==> src/rtl/gpr_file_sb.sv <==
// gpr_file_sb
// Parametrised general-purpose register file with a write-pending scoreboard.
// It sits between decode/issue and writeback. Decode marks a destination as
// pending when it issues an instruction. Writeback stores the result and
// clears the pending bit. Readers see the pending bit as read_busy_x, so
// decode can stall on RAW hazards.
//
// Ports
//   clk                      single clock, all state updates on posedge
//   rst_n                    asynchronous active-low reset
//   issue_en / issue_dest    mark a register as pending (result in flight)
//   write_en / write_dest /  writeback strobe, destination and data
//   write_data
//   read_addr_1/2            combinational read port addresses
//   read_data_1/2            read data (zero for out-of-range addresses)
//   read_busy_1/2            pending bit of the addressed register
//   pending                  full scoreboard, bit i = register i pending
//   err_clr                  synchronous clear of wr_err
//   wr_err                   sticky flag: out-of-range write/issue, or a
//                            writeback to a register that was not pending
module gpr_file_sb #(
  parameter int                NUM_REGS  = 8,
  parameter int                DATA_W    = 16,
  parameter int                ADDR_W    = $clog2(NUM_REGS),
  parameter logic [DATA_W-1:0] RESET_VAL = DATA_W'(1),
  parameter bit                BYPASS    = 1'b1
) (
  input  logic                clk,
  input  logic                rst_n,
  input  logic                issue_en,
  input  logic [ADDR_W-1:0]   issue_dest,
  input  logic                write_en,
  input  logic [ADDR_W-1:0]   write_dest,
  input  logic [DATA_W-1:0]   write_data,
  input  logic [ADDR_W-1:0]   read_addr_1,
  input  logic [ADDR_W-1:0]   read_addr_2,
  output logic [DATA_W-1:0]   read_data_1,
  output logic [DATA_W-1:0]   read_data_2,
  output logic                read_busy_1,
  output logic                read_busy_2,
  output logic [NUM_REGS-1:0] pending,
  input  logic                err_clr,
  output logic                wr_err
);

  // The address bus can encode more values than there are registers
  // when NUM_REGS is not a power of two. Range checks use one extra bit
  // so that the compare is width-clean.
  localparam logic [ADDR_W:0] NUM_REGS_W = (ADDR_W + 1)'(NUM_REGS);

  logic [DATA_W-1:0]   regs [NUM_REGS];
  logic [NUM_REGS-1:0] pending_reg;
  logic                wr_err_reg;
  logic                wr_err_next;

  logic wr_in_range;
  logic is_in_range;
  logic err_event;

  assign wr_in_range = ({1'b0, write_dest} < NUM_REGS_W);
  assign is_in_range = ({1'b0, issue_dest} < NUM_REGS_W);

  // ---------------------------------------------------------------------
  // Storage and scoreboard, one slice per register
  // ---------------------------------------------------------------------
  genvar gi;
  generate
    for (gi = 0; gi < NUM_REGS; gi++) begin : g_reg
      localparam logic [ADDR_W-1:0] IDX = ADDR_W'(gi);

      logic              wr_hit;
      logic              is_hit;
      logic [DATA_W-1:0] data_reg;
      logic              pend_reg;

      assign wr_hit = write_en && (write_dest == IDX);
      assign is_hit = issue_en && (issue_dest == IDX);

      always_ff @(posedge clk or negedge rst_n) begin
        if (!rst_n) begin
          data_reg <= RESET_VAL;
          pend_reg <= 1'b0;
        end else begin
          if (wr_hit) begin
            data_reg <= write_data;
          end
          // When an issue and a writeback hit the same register in one
          // cycle, the new issue owns the register, so the pending bit
          // stays set.
          if (is_hit) begin
            pend_reg <= 1'b1;
          end else if (wr_hit) begin
            pend_reg <= 1'b0;
          end
        end
      end

      assign regs[gi]        = data_reg;
      assign pending_reg[gi] = pend_reg;
    end
  endgenerate

  assign pending = pending_reg;

  // ---------------------------------------------------------------------
  // Sticky error flag. A new error event in the same cycle overrides
  // err_clr.
  // ---------------------------------------------------------------------
  always_comb begin
    err_event = 1'b0;
    if (write_en) begin
      if (!wr_in_range) begin
        err_event = 1'b1;
      end else if (!pending_reg[write_dest]) begin
        err_event = 1'b1;
      end
    end
    if (issue_en && !is_in_range) begin
      err_event = 1'b1;
    end
  end

  always_comb begin
    wr_err_next = wr_err_reg;
    if (err_event) begin
      wr_err_next = 1'b1;
    end else if (err_clr) begin
      wr_err_next = 1'b0;
    end
  end

  always_ff @(posedge clk or negedge rst_n) begin
    if (!rst_n) begin
      wr_err_reg <= 1'b0;
    end else begin
      wr_err_reg <= wr_err_next;
    end
  end

  assign wr_err = wr_err_reg;

  // ---------------------------------------------------------------------
  // Read ports (combinational). An address match with the current
  // writeback forwards the data and reports the register as not busy,
  // because the result is already on the bus.
  // ---------------------------------------------------------------------
  logic [ADDR_W-1:0] rd_addr [2];
  logic [DATA_W-1:0] rd_data [2];
  logic              rd_busy [2];

  assign rd_addr[0] = read_addr_1;
  assign rd_addr[1] = read_addr_2;

  generate
    for (gi = 0; gi < 2; gi++) begin : g_rd
      always_comb begin
        rd_data[gi] = '0;
        rd_busy[gi] = 1'b0;
        if ({1'b0, rd_addr[gi]} < NUM_REGS_W) begin
          if (BYPASS && write_en && (write_dest == rd_addr[gi])) begin
            rd_data[gi] = write_data;
          end else begin
            rd_data[gi] = regs[rd_addr[gi]];
            rd_busy[gi] = pending_reg[rd_addr[gi]];
          end
        end
      end
    end
  endgenerate

  assign read_data_1 = rd_data[0];
  assign read_data_2 = rd_data[1];
  assign read_busy_1 = rd_busy[0];
  assign read_busy_2 = rd_busy[1];

`ifndef SYNTHESIS
  // Writeback data must be known whenever it is strobed.
  always @(posedge clk) begin
    if (rst_n && write_en) begin
      assert (!$isunknown(write_data))
        else $error("gpr_file_sb: write_data unknown while write_en=1");
    end
  end
`endif

endmodule

==> config.mk <==
export PLATFORM = sky130hd
export DESIGN_NAME = gpr_file_sb
export DESIGN_NICKNAME = d
export VERILOG_FILES = /design/src/rtl/gpr_file_sb.sv
export SDC_FILE = /design/constraint.sdc
export NUM_CORES = 1
export LEC_CHECK = 0
export CAP_MARGIN = 40
export CORE_MARGIN = 2
export CORE_UTILIZATION = 50
export DETAILED_ROUTE_END_ITERATION = 6
export PLACE_DENSITY = 0.71
export SYNTH_ARGS = -nofsm -noshare
export SYNTH_HDL_FRONTEND = slang
export SYNTH_SLANG_ARGS = --single-unit
==> constraint.sdc <==
create_clock -name clk -period 2.6 [get_ports clk]
set_input_delay 0.52 -clock clk [delete_from_list [all_inputs] [get_ports clk]]
set_output_delay 0.52 -clock clk [all_outputs]
set_load 0.05 [all_outputs]
; ---- After elaboration in Yosys (flattened, before gate mapping)
; Cells that the tools add are included.
[totals]
out_inout_bits = 43
register_bits = 137
in_bits = 33
elab_cells = 105
[classes]
n_lt_le_gt_ge = 5
n_reduce_logical = 29
n_eq_ne = 16
muxes = 36
bitwise = 2
[ops]
columns = op, count
row1 = $bmux W16 S3, 2
row2 = $mux W16, 6
row3 = $mux W1, 25
row4 = $eq A3 B3 Y1 const B, 8
row5 = $logic_and A1 B1 Y1, 18
row6 = $reduce_bool A2 Y1, 9
row7 = $eq A3 B2 Y1 const B, 4
row8 = $lt A3 B4 Y1 const B, 3
row9 = $bmux W1 S3, 3
row10 = $ge A4 B4 Y1 const B, 2
row11 = $not A3 Y4, 2
row12 = $eq A3 B1 Y1 const B, 2
row13 = $eq A3 B3 Y1, 2
row14 = $logic_not A3 Y1, 2

; ---- Depth between registers and ports, before layout
; Gate-level depths: netlist (run 1).
[depth]
depth_word = 5
mapped_depth = 6
mapped_depth_nobuf = 3

; ---- Worst setup path before layout (run 1)
; No wires, ideal clock.
[synth_timing]
path_kind = input to output
from = in read_addr_1[1]
to = out read_data_1[0]
path_stages = 5
required_time_ps = 2080
arrival_time_ps = 2032
setup_slack_ps = 48
path_buffers = 2
path_cell_list = clkbuf_1 clkbuf_1 mux4_1 mux2_2 mux2_2
[synth_between]
elab_chain_cells = 5
word_cells_on_any_way = 7
cone_classes = eq/ne (1) / mux (4) / bitwise (1) / reduce/logical (1)
[synth_rtl]
columns = element, line
row1 = start: declaration, 35  ; input logic [ADDR_W-1:0] read_addr_1,
row2 = $not A3 Y4 (not written as such), 163  ; rd_data[gi] = regs[rd_addr[gi]];
row3 = $bmux W16 S3, 163
row4 = $mux W16 (not written as such) (2 in a row), 163
row5 = $mux W16 (*), 160  ; if (BYPASS && write_en && (write_dest == rd_addr[gi])) begin
row6 = end: declaration, 37  ; output logic [DATA_W-1:0] read_data_1,
; Mark *: on every way between the ends. The rest lies on a longest branch, timed or not. The select of a mux whose other input is x is not followed.

; ---- Worst setup path after layout (run 1)
[layout_timing]
from = in read_addr_2[0]
to = out read_data_2[10]
[layout_between]
elab_chain_cells = 5
word_cells_on_any_way = 7
cone_classes = eq/ne (1) / mux (4) / bitwise (1) / reduce/logical (1)
[layout_rtl]
columns = element, line
row1 = start: declaration, 36  ; input logic [ADDR_W-1:0] read_addr_2,
row2 = $not A3 Y4 (not written as such), 163
row3 = $bmux W16 S3, 163
row4 = $mux W16 (not written as such) (2 in a row), 163
row5 = $mux W16 (*), 160
row6 = end: declaration, 38  ; output logic [DATA_W-1:0] read_data_2,
; Marked as above.

==> results of run 1 <==
==> stage by stage <==
step,cells,utilization (%)
after floorplan,503,-
after detailed placement,787,57.87
after global routing,832,63.37
final,832,63.37
after CTS,831,63.71
after global placement,787,57.87
==> kinds of logic after synthesis <==
| group | count (synthesis) | synth area share [%] |
|---|---|---|
| mux | 265 | 49.88 |
| buf+inv | 63 | 4.668 |
| simple gates | 23 | 1.889 |
| xor+xnor | 6 | 0.6450 |
| compound gates | 9 | 0.7218 |
| flops | 137 | 42.20 |
==> worst min-delay path by stage <==
stage                         start                     to  slack, ps  depth (start not counted)
2_1_floorplan                 rst_n  g_reg[0].data_reg[10]        220                          0
3_3_place_gp   g_reg[7].data_reg[4]   g_reg[7].data_reg[4]        490                          1
3_5_place_dp   g_reg[5].data_reg[1]   g_reg[5].data_reg[1]        500                          1
4_1_cts                       rst_n  g_reg[4].data_reg[12]        180                          1
5_1_grt                       rst_n  g_reg[3].data_reg[14]        210                          1
6_report                      rst_n  g_reg[4].data_reg[12]        170                          1
==> report_power, final <==
part / internal (mW) / switching (mW)
clock: 1.41 / 0.848
combinational: 1.56 / 1.36
sequential: 2.63 / 0.373
==> critical path, delay by kind of cell <==
family                 cells  cell delay, ps
buffers and inverters      3             440
multiplexers               3            1100
==> area by class of cell <==
type,count,area (µm²)
Clock buffer,29,510.5
Clock inverter,2,35.03
Fill cell,1214,5818
Inverter,5,18.77
Multi-Input combinational cell,303,4187
Sequential cell,137,3438
Tap cell,216,270.3
Timing Repair Buffer,140,1608
==> cell usage in the layout (no fill, tap or decap) <==
cell and instances:
clkbuf_2 1, clkinv_2 1, nand2_1 7, and2_1 2, a22o_1 1, mux2_4 12
o22ai_1 2, nand2b_1 4, nand4_1 3, bufinv_16 1, buf_6 35, clkbuf_1 8
clkbuf_16 17, buf_2 1, mux2_2 182, buf_4 42, o32ai_1 2, xnor2_2 2
inv_1 5, nor3_2 2, mux2i_1 1, xnor2_1 4, dlygate4sd2_1 5, buf_16 5
buf_8 6, clkbuf_8 4, dfstp_2 8, mux4_2 46, nand4b_1 3, nor3b_2 2
o21ai_0 4, bufbuf_16 2, buf_12 12, clkdlybuf4s50_1 30, clkdlybuf4s15_2 1, mux4_1 24
dfrtp_1 129
==> timing repair <==
| action | 4_1_cts | 5_1_grt |
|---|---|---|
| resized for setup | 76 | 57 |
| cloned | 6 | 0 |
| setup buffers | 7 | 1 |
| endpoints found under the setup margin | 34 | 31 |
| pin swaps | 1 | 0 |
==> routing by layer <==
layer	up-vias	GRT usage (%)	share of wire, %	routed length [µm]
met5	-	0	0	0
met4	0	8.152	1.9	415
met3	36	4.900	5.3	1138
met2	178	43.22	51	10770
met1	2722	33.92	42	8979
li1	2171	-	-	-
==> impl_metrics.csv, run 1 <==
group,metric,value,unit
critical_path,cpPeakStageDelay,560,ps
synth,postSynthCellCount,503,
cts,htreeDepth,4,
power,p_leak,4.284,nW
timing,drv_slew,0,
synth,synth_seq_cells,137,
global_routing,antenna_found_initial,0,
cts,cts_tree,"built",
global_routing,grt_pass1_vias,5636,
detailed_routing,antenna_left,0,
timing,worst_slack,-5.844,ps
cts,clk-insertion-delay-late,410,ps
critical_path,timing.rr.end,"wr_err",
synth,synth_top_area_cell,"dfrtp_1",
final_layout,antenna_cells,0,
cts,clockBufferDepth,2,
detailed_routing,drt_iter0_drc,396,
flow_run,cap_violations,0,
cts,cts_buffers,17,
global_routing,overflow,0,
timing,setup_violations,1,
final_layout,final_cell_area,0.01007,mm²
outcome,violations,"negative setup slack",
placed_design,gp_congestion,0.7754,
synth,ys_seq_area_share,42.20,%
timing,clock_skew,2.522,ps
critical_path,cp-end-kind,"output port",
timing,finalHoldViolCount,0,
critical_path,endpoint,"read_data_2[10]",
critical_path,r2r-start,"g_reg[7].pend_reg",
global_routing,grt_pass1_wl,33490,µm
floorplanning,die_area,0.01733,mm²
timing,min_period_over_period,100.2,%
floorplanning,core,0.01589,mm²
synth,syn_nets,536,
power,peakVddDrop,0.0004249,V
detailed_routing,wl_per_cell,25.60,µm
min_path,hp-class,"primary input to async pin",
critical_path,worstPathRequired,2080,ps
placed_design,dp_slack,-389.2,ps
floorplanning,ioPinCount,76,
critical_path,worstPathCellList,"buf_12 -> buf_12 -> mux4_1 -> mux2_2 -> mux2_4 -> buf_6",
synth,netlist.area_leader.share,39.62,%
timing,period_minus_slack,2606,ps
cts,ctsHoldBuffers,0,
power,finalPower,8.176,mW
critical_path,crit_top_cell,"buf_12",
synth,synth_edf_count,0,
detailed_routing,vias_per_cell,6.138,
cts,clock_sinks,137,
floorplanning,die_height,131.7,µm
detailed_routing,wirelength,21300,µm
critical_path,start_kind,"primary input",
synth,yosys.cell_count.top_type,"mux2_2",
timing,slew_headroom,51.52,%
synth,ys_types,25,
power,power_density,812.1,mW/mm²
global_routing,grt_max_degree,52,
synth,yosysWarnings,0,
placed_design,io_buffer_count,75,
timing,finalSetupTns,-5.844,ps
critical_path,crit_arrival,2090,ps
floorplanning,chipWidth,131.7,µm
final_layout,largest_register_ffs,128,
synth,async_flop_share,100.0,%
synth,synth.area.top_cells,"dfrtp_1 (40%), mux2_2 (25%), mux4_1 (22%)",
timing,worst_pin_slew,727.2,ps
detailed_routing,dr_total_vias,5107,
timing,fin_worst_hold_slack,166.4,ps
critical_path,r2r_slack,1300,ps
critical_path,reg2reg_depth,3,
critical_path,criticalPathCategory,"primary input to output port",
floorplanning,rows,46,
cts,cts.clk_slew.worst_paths,60,ps
synth,synth_common_cells,"mux2_2 (184), dfrtp_1 (129), mux4_1 (68), buf_1 (16), buf_6 (12)",
critical_path,critPathLaunch,"read_addr_2[0]",
timing,max_freq,383.8,MHz
critical_path,crit_fanout,8,
outcome,status,"finished with violations",
detailed_routing,drt_pass1_iterations,4,
cts,cts_root_buf,"clkbuf_16",
synth,syn_area,0.008148,mm²
synth,avgSynthCellArea,16.20,µm²
timing,rsz0062_at_grt,"true",
detailed_routing,drc,0,
synth,synthFlopType,"dfrtp_1",
final_layout,synthToLayoutAreaGrowth,23.56,%
floorplanning,initial_core_util,51.29,%
placed_design,hpwl,13260,µm
critical_path,slowest_stage,"mux4_1",
final_layout,drive_gt1_share,62.01,%
global_routing,grtUsageTotal,25.72,%
placed_design,dpl_cell_area,0.009193,mm²
final_layout,fin_nets,637,
No activity file was read; power rests on OpenSTA's default activity.
==> run 2, diff against run 1 <==
Settings changed: PLACE_DENSITY 0.71 to 0.81.
Clock period 2.6 ns to 2.3 ns, I/O delays scaled along.
==> impl_metrics.csv, run 2 (synthesized netlist as in run 1, its figures left out) <==
group,metric,value,unit
detailed_routing,drc,0,
global_routing,grt_pass1_wl,36540,µm
critical_path,criticalPathCategory,"flop to output port",
timing,finalHoldViolCount,0,
floorplanning,core,0.01589,mm²
critical_path,crit_arrival,2070,ps
detailed_routing,vias_per_cell,6.367,
floorplanning,rows,46,
critical_path,cpPeakStageDelay,510,ps
cts,cts.clk_slew.worst_paths,60,ps
power,p_switching,3.189,mW
final_layout,fin_nets,678,
timing,worst_slack,-225.0,ps
critical_path,crit_fanout,3,
detailed_routing,drt_iter0_drc,429,
min_path,hp-class,"primary input to async pin",
timing,rsz0062_at_grt,"true",
global_routing,overflow,0,
global_routing,grt_max_degree,51,
cts,cts_buffers,17,
flow_run,cap_violations,0,
global_routing,antenna_found_initial,0,
detailed_routing,wirelength,24040,µm
final_layout,final_common_cell,"mux2_2",
timing,slew_headroom,66.03,%
global_routing,grt_pass1_vias,6135,
power,seqPwrFrac,33.6,%
timing,setup_violations,34,
power,finalPower,10.23,mW
floorplanning,ioPinCount,76,
power,peakVddDrop,0.0006519,V
timing,fin_worst_hold_slack,488.1,ps
floorplanning,chipWidth,131.7,µm
placed_design,io_buffer_count,75,
critical_path,slowest_stage,"mux4_2",
outcome,status,"finished with violations",
timing,finalSetupTns,-5367,ps
global_routing,grtUsageTotal,27.95,%
critical_path,worstPathRequired,1840,ps
detailed_routing,dr_total_vias,5565,
timing,min_period_over_period,109.8,%
critical_path,cp-end-kind,"output port",
power,intPower,7.044,mW
cts,cts_root_buf,"clkbuf_16",
critical_path,cpLargestDelayFamily,"multiplexers",
placed_design,dpl_cell_area,0.009390,mm²
timing,period_minus_slack,2525,ps
final_layout,largest_register_ffs,128,
floorplanning,die_height,131.7,µm
timing,worst_pin_slew,507.9,ps
outcome,violations,"negative setup slack",
critical_path,worstPathCellList,"mux4_2 -> mux2_2 -> mux2_4 -> buf_6",
detailed_routing,drt_pass1_iterations,5,
cts,cts_tree,"built",
placed_design,gp_congestion,0.7862,
cts,clock_sinks,137,
power,p_comb_share,37.7,%
final_layout,final_cell_mix,"mux2_2 (136), dfrtp_1 (129), buf_4 (83)",
cts,htreeDepth,4,
power,netSwitchingFraction,31.16,%
power,p_leak,4.666,nW
cts,clk-insertion-delay-late,420,ps
critical_path,path_depth,4,
final_layout,final_cell_area,0.01066,mm²
placed_design,hpwl,14040,µm
detailed_routing,wl_per_cell,27.50,µm
power,power_density,959.9,mW/mm²
critical_path,start_kind,"flop",
floorplanning,initial_core_util,51.29,%
final_layout,post-route-util,67.11,%
critical_path,cp_num_buf_inv,1,
timing,clock_skew,0.6305,ps
critical_path,reg2reg_depth,3,
timing,drv_slew,0,
final_layout,antenna_cells,0,
timing,max_freq,396.0,MHz
final_layout,synthToLayoutAreaGrowth,30.84,%
final_layout,drive_gt1_share,69.30,%
cts,clockBufferDepth,2,
detailed_routing,antenna_left,0,
power,power_frac_clock,28.7,%
floorplanning,die_area,0.01733,mm²
-- run 2: per-layer routing --
layer	part of all wire (%)	vias up	global-route usage [%]
li1	-	2212	-
met1	37	2879	34.34
met2	49	362	45.46
met3	7.5	112	5.864
met4	6.4	0	17.09
met5	0	-	0
-- run 2: power groups by stage --
stage	registers, mW	clock network [mW]	logic [mW]
after global routing	3.49	3.06	4.01
after global placement	3.30	0	3.01
final	3.44	2.93	3.86
after floorplan	3.23	0	2.39
after detailed placement	3.38	0	3.10
after CTS	3.38	2.94	3.74
-- run 2: area by class of cell --
type / instances / area, µm²
Timing Repair Buffer: 181 / 2011
Sequential cell: 137 / 3438
Multi-Input combinational cell: 303 / 4289
Fill cell: 1037 / 5225
Inverter: 5 / 18.77
Tap cell: 216 / 270.3
Clock buffer: 25 / 495.5
Clock inverter: 7 / 137.6
-- run 2: per-stage QoR --
stage | instances | setup WS (ps)
after floorplan | 503 | -40.35
after global placement | 805 | -563.1
after detailed placement | 805 | -574.2
after CTS | 865 | -183.0
after global routing | 874 | -244.6
final | 874 | -225.0
-- run 2: path summary, 6_finish.rpt --
| path | from | end | slack [ps] |
|---|---|---|---|
| hold reg to reg | wr_err | wr_err | 510 |
| max in group asynchronous | rst_n | g_reg[3].data_reg[2] | 1130 |
| min in group clk | wr_err | wr_err | 510 |
| setup / recovery | g_reg[2].data_reg[7] | read_data_2[7] | -230 |
| setup reg to reg | g_reg[1].pend_reg | wr_err | 1040 |
| hold / removal | rst_n | g_reg[7].data_reg[13] | 490 |
-- run 2: what timing repair did --
action / in CTS / in global routing
hold buffers: 1 / 0
resized for setup: 205 / 15
cloned: 7 / 1
pin swaps: 4 / 2
hold endpoints to repair: 19 / 0
setup buffers: 20 / 8
endpoints found under the setup margin: 34 / 34
==> run 3, diff against run 2 <==
--- a/config.mk
+++ b/config.mk
@@ -7,3 +7,3 @@
 export LEC_CHECK = 0
-export CAP_MARGIN = 40
+export CAP_MARGIN = 20
 export CORE_MARGIN = 2
@@ -11,2 +11,3 @@
 export DETAILED_ROUTE_END_ITERATION = 6
+export GPL_TIMING_DRIVEN = 0
 export PLACE_DENSITY = 0.81
--- a/constraint.sdc
+++ b/constraint.sdc
@@ -3,2 +3,2 @@
 set_output_delay 0.46 -clock clk [all_outputs]
-set_load 0.05 [all_outputs]
+set_load 0.1 [all_outputs]
==> impl_metrics.csv, run 3 (synthesized netlist as in run 1, its figures left out) <==
group,metric,value,unit
floorplanning,rows,46,
timing,clock_skew,3.314,ps
critical_path,cpPeakStageDelay,520,ps
global_routing,grt_use_met1,33.36,%
global_routing,grt_busiest_layer,"met2",
critical_path,crit_top_cell,"mux2_4",
timing,setup_violations,34,
global_routing,grt_pass1_wl,34350,µm
critical_path,reg2reg_depth,4,
power,intPower,7.346,mW
detailed_routing,drt_pass1_iterations,4,
timing,rsz0062_at_grt,"true",
floorplanning,die_height,131.7,µm
timing,max_freq,392.0,MHz
flow_run,cap_violations,0,
cts,cts_root_buf,"clkbuf_16",
cts,cts.clk_slew.worst_paths,60,ps
global_routing,grt_max_degree,97,
outcome,status,"finished with violations",
floorplanning,core,0.01589,mm²
power,power_density,1083,mW/mm²
final_layout,fin_nets,649,
timing,finalHoldViolCount,0,
detailed_routing,antenna_left,0,
timing,worst_slack,-250.7,ps
final_layout,final_common_cell,"mux2_2",
critical_path,worstPathCellList,"mux4_2 -> mux2_4 -> mux2_4 -> buf_12",
cts,clockBufferDepth,2,
cts,clk-insertion-delay-late,420,ps
cts,cts_tree,"built",
placed_design,io_buffer_count,51,
timing,slew_headroom,35.84,%
cts,cts_buffers,17,
global_routing,grt_pass1_vias,5785,
critical_path,timing.rr.end,"wr_err",
power,p_leak,4.543,nW
floorplanning,ioPinCount,76,
power,p_switching,4.053,mW
critical_path,crit_arrival,2090,ps
global_routing,met2_usage,43.80,%
floorplanning,chipWidth,131.7,µm
critical_path,cp-end-kind,"output port",
detailed_routing,vias_per_cell,6.321,
detailed_routing,dr_total_vias,5341,
placed_design,gp_congestion,0.8526,
floorplanning,initial_core_util,51.29,%
final_layout,antenna_cells,0,
final_layout,post-route-util,66.26,%
critical_path,r2r_slack,870,ps
power,power_frac_clock,27.5,%
global_routing,overflow,0,
min_path,hold-path-endpoint,"wr_err",
floorplanning,die_area,0.01733,mm²
detailed_routing,drt_iter0_drc,454,
critical_path,r2r-start,"g_reg[1].pend_reg",
timing,worst_pin_slew,966.2,ps
power,netSwitchingFraction,35.55,%
detailed_routing,wl_per_cell,26.82,µm
final_layout,fillers,1053,
critical_path,criticalPathCategory,"flop to output port",
placed_design,hpwl,13210,µm
detailed_routing,drc,0,
critical_path,worstPathRequired,1840,ps
critical_path,start_kind,"flop",
final_layout,synthToLayoutAreaGrowth,29.18,%
critical_path,slowest_stage,"mux4_2",
global_routing,antenna_found_initial,0,
final_layout,drive_gt1_share,69.32,%
critical_path,cp_num_buf_inv,1,
cts,htreeDepth,4,
power,seqPwrFrac,29.9,%
cts,clock_sinks,137,
global_routing,use_met3,5.980,%
min_path,min_path_cells,2,
global_routing,grtUsageTotal,26.49,%
timing,period_minus_slack,2551,ps
detailed_routing,wirelength,22670,µm
min_path,hp-class,"primary input to flop",
min_path,min_from,"write_en",
power,peakVddDrop,0.0006089,V
outcome,violations,"negative setup slack",
critical_path,crit_fanout,3,
final_layout,final_cell_mix,"mux2_2 (142), dfrtp_1 (125), mux4_2 (68)",
timing,finalSetupTns,-6482,ps
timing,min_period_over_period,110.9,%
timing,drv_slew,0,
final_layout,largest_register_ffs,128,
power,p_comb_share,42.6,%
timing,fin_worst_hold_slack,454.3,ps
critical_path,cpLargestDelayFamily,"multiplexers",
## run 3: worst max path at each step
| stage | from | to | cells after the start |
|---|---|---|---|
| final | g_reg[6].data_reg[1] | read_data_2[1] | 4 |
| after global routing | g_reg[1].data_reg[1] | read_data_2[1] | 4 |
| after CTS | read_addr_2[0] | read_data_2[7] | 6 |
| after detailed placement | write_dest[0] | read_data_1[7] | 7 |
| after global placement | rst_n | g_reg[3].data_reg[2] | 1 |
| after floorplan | read_addr_1[0] | read_data_1[10] | 6 |
## run 3: power groups by stage
stage	Combinational, mW	Clock [mW]	Sequential (mW)
CTS	4.73	3.13	3.37
detailed placement	3.99	0	3.37
global placement	3.90	0	3.30
finish	4.85	3.14	3.41
floorplan	3.24	0	3.25
global route	5.01	3.25	3.47
## run 3: metal layers
metal	up-vias	part of all wire, %
met3	61	6.4
met2	286	50
li1	2155	-
met4	0	3.8
met5	-	0
met1	2839	40
## run 3: stage by stage
| step | std cells | total power, mW | worst slack (ps) | cell area (µm²) |
|---|---|---|---|---|
| 3_5_place_dp | 771 | 7.365 | -2093 | 9064 |
| 5_1_grt | 845 | 11.73 | -283.3 | 10530 |
| 2_1_floorplan | 503 | 6.494 | -124.1 | 8254 |
| 3_3_place_gp | 770 | 7.194 | -4263 | 9035 |
| 6_report | 845 | 11.40 | -250.7 | 10530 |
| 4_1_cts | 830 | 11.23 | -238.2 | 10320 |
## run 3: final cells by class
cell class	instances	area (µm²)	area share [%]
multi-input combinational	303	4278	40.64
timing repair buffer	94	1290	12.26
clock buffer	19	452.9	4.303
tap	216	270.3	2.568
inverter	5	18.77	0.1783
clock inverter	13	222.7	2.116
buffer	58	549.3	5.219
sequential	137	3443	32.72
## run 3: timing repair
action,in CTS,in global routing
endpoints found under the hold margin,41,0
resized for setup,421,25
gates cloned,3,3
hold buffers,1,0
pin swaps,1,1
setup endpoints to repair,98,58
setup buffers,23,12
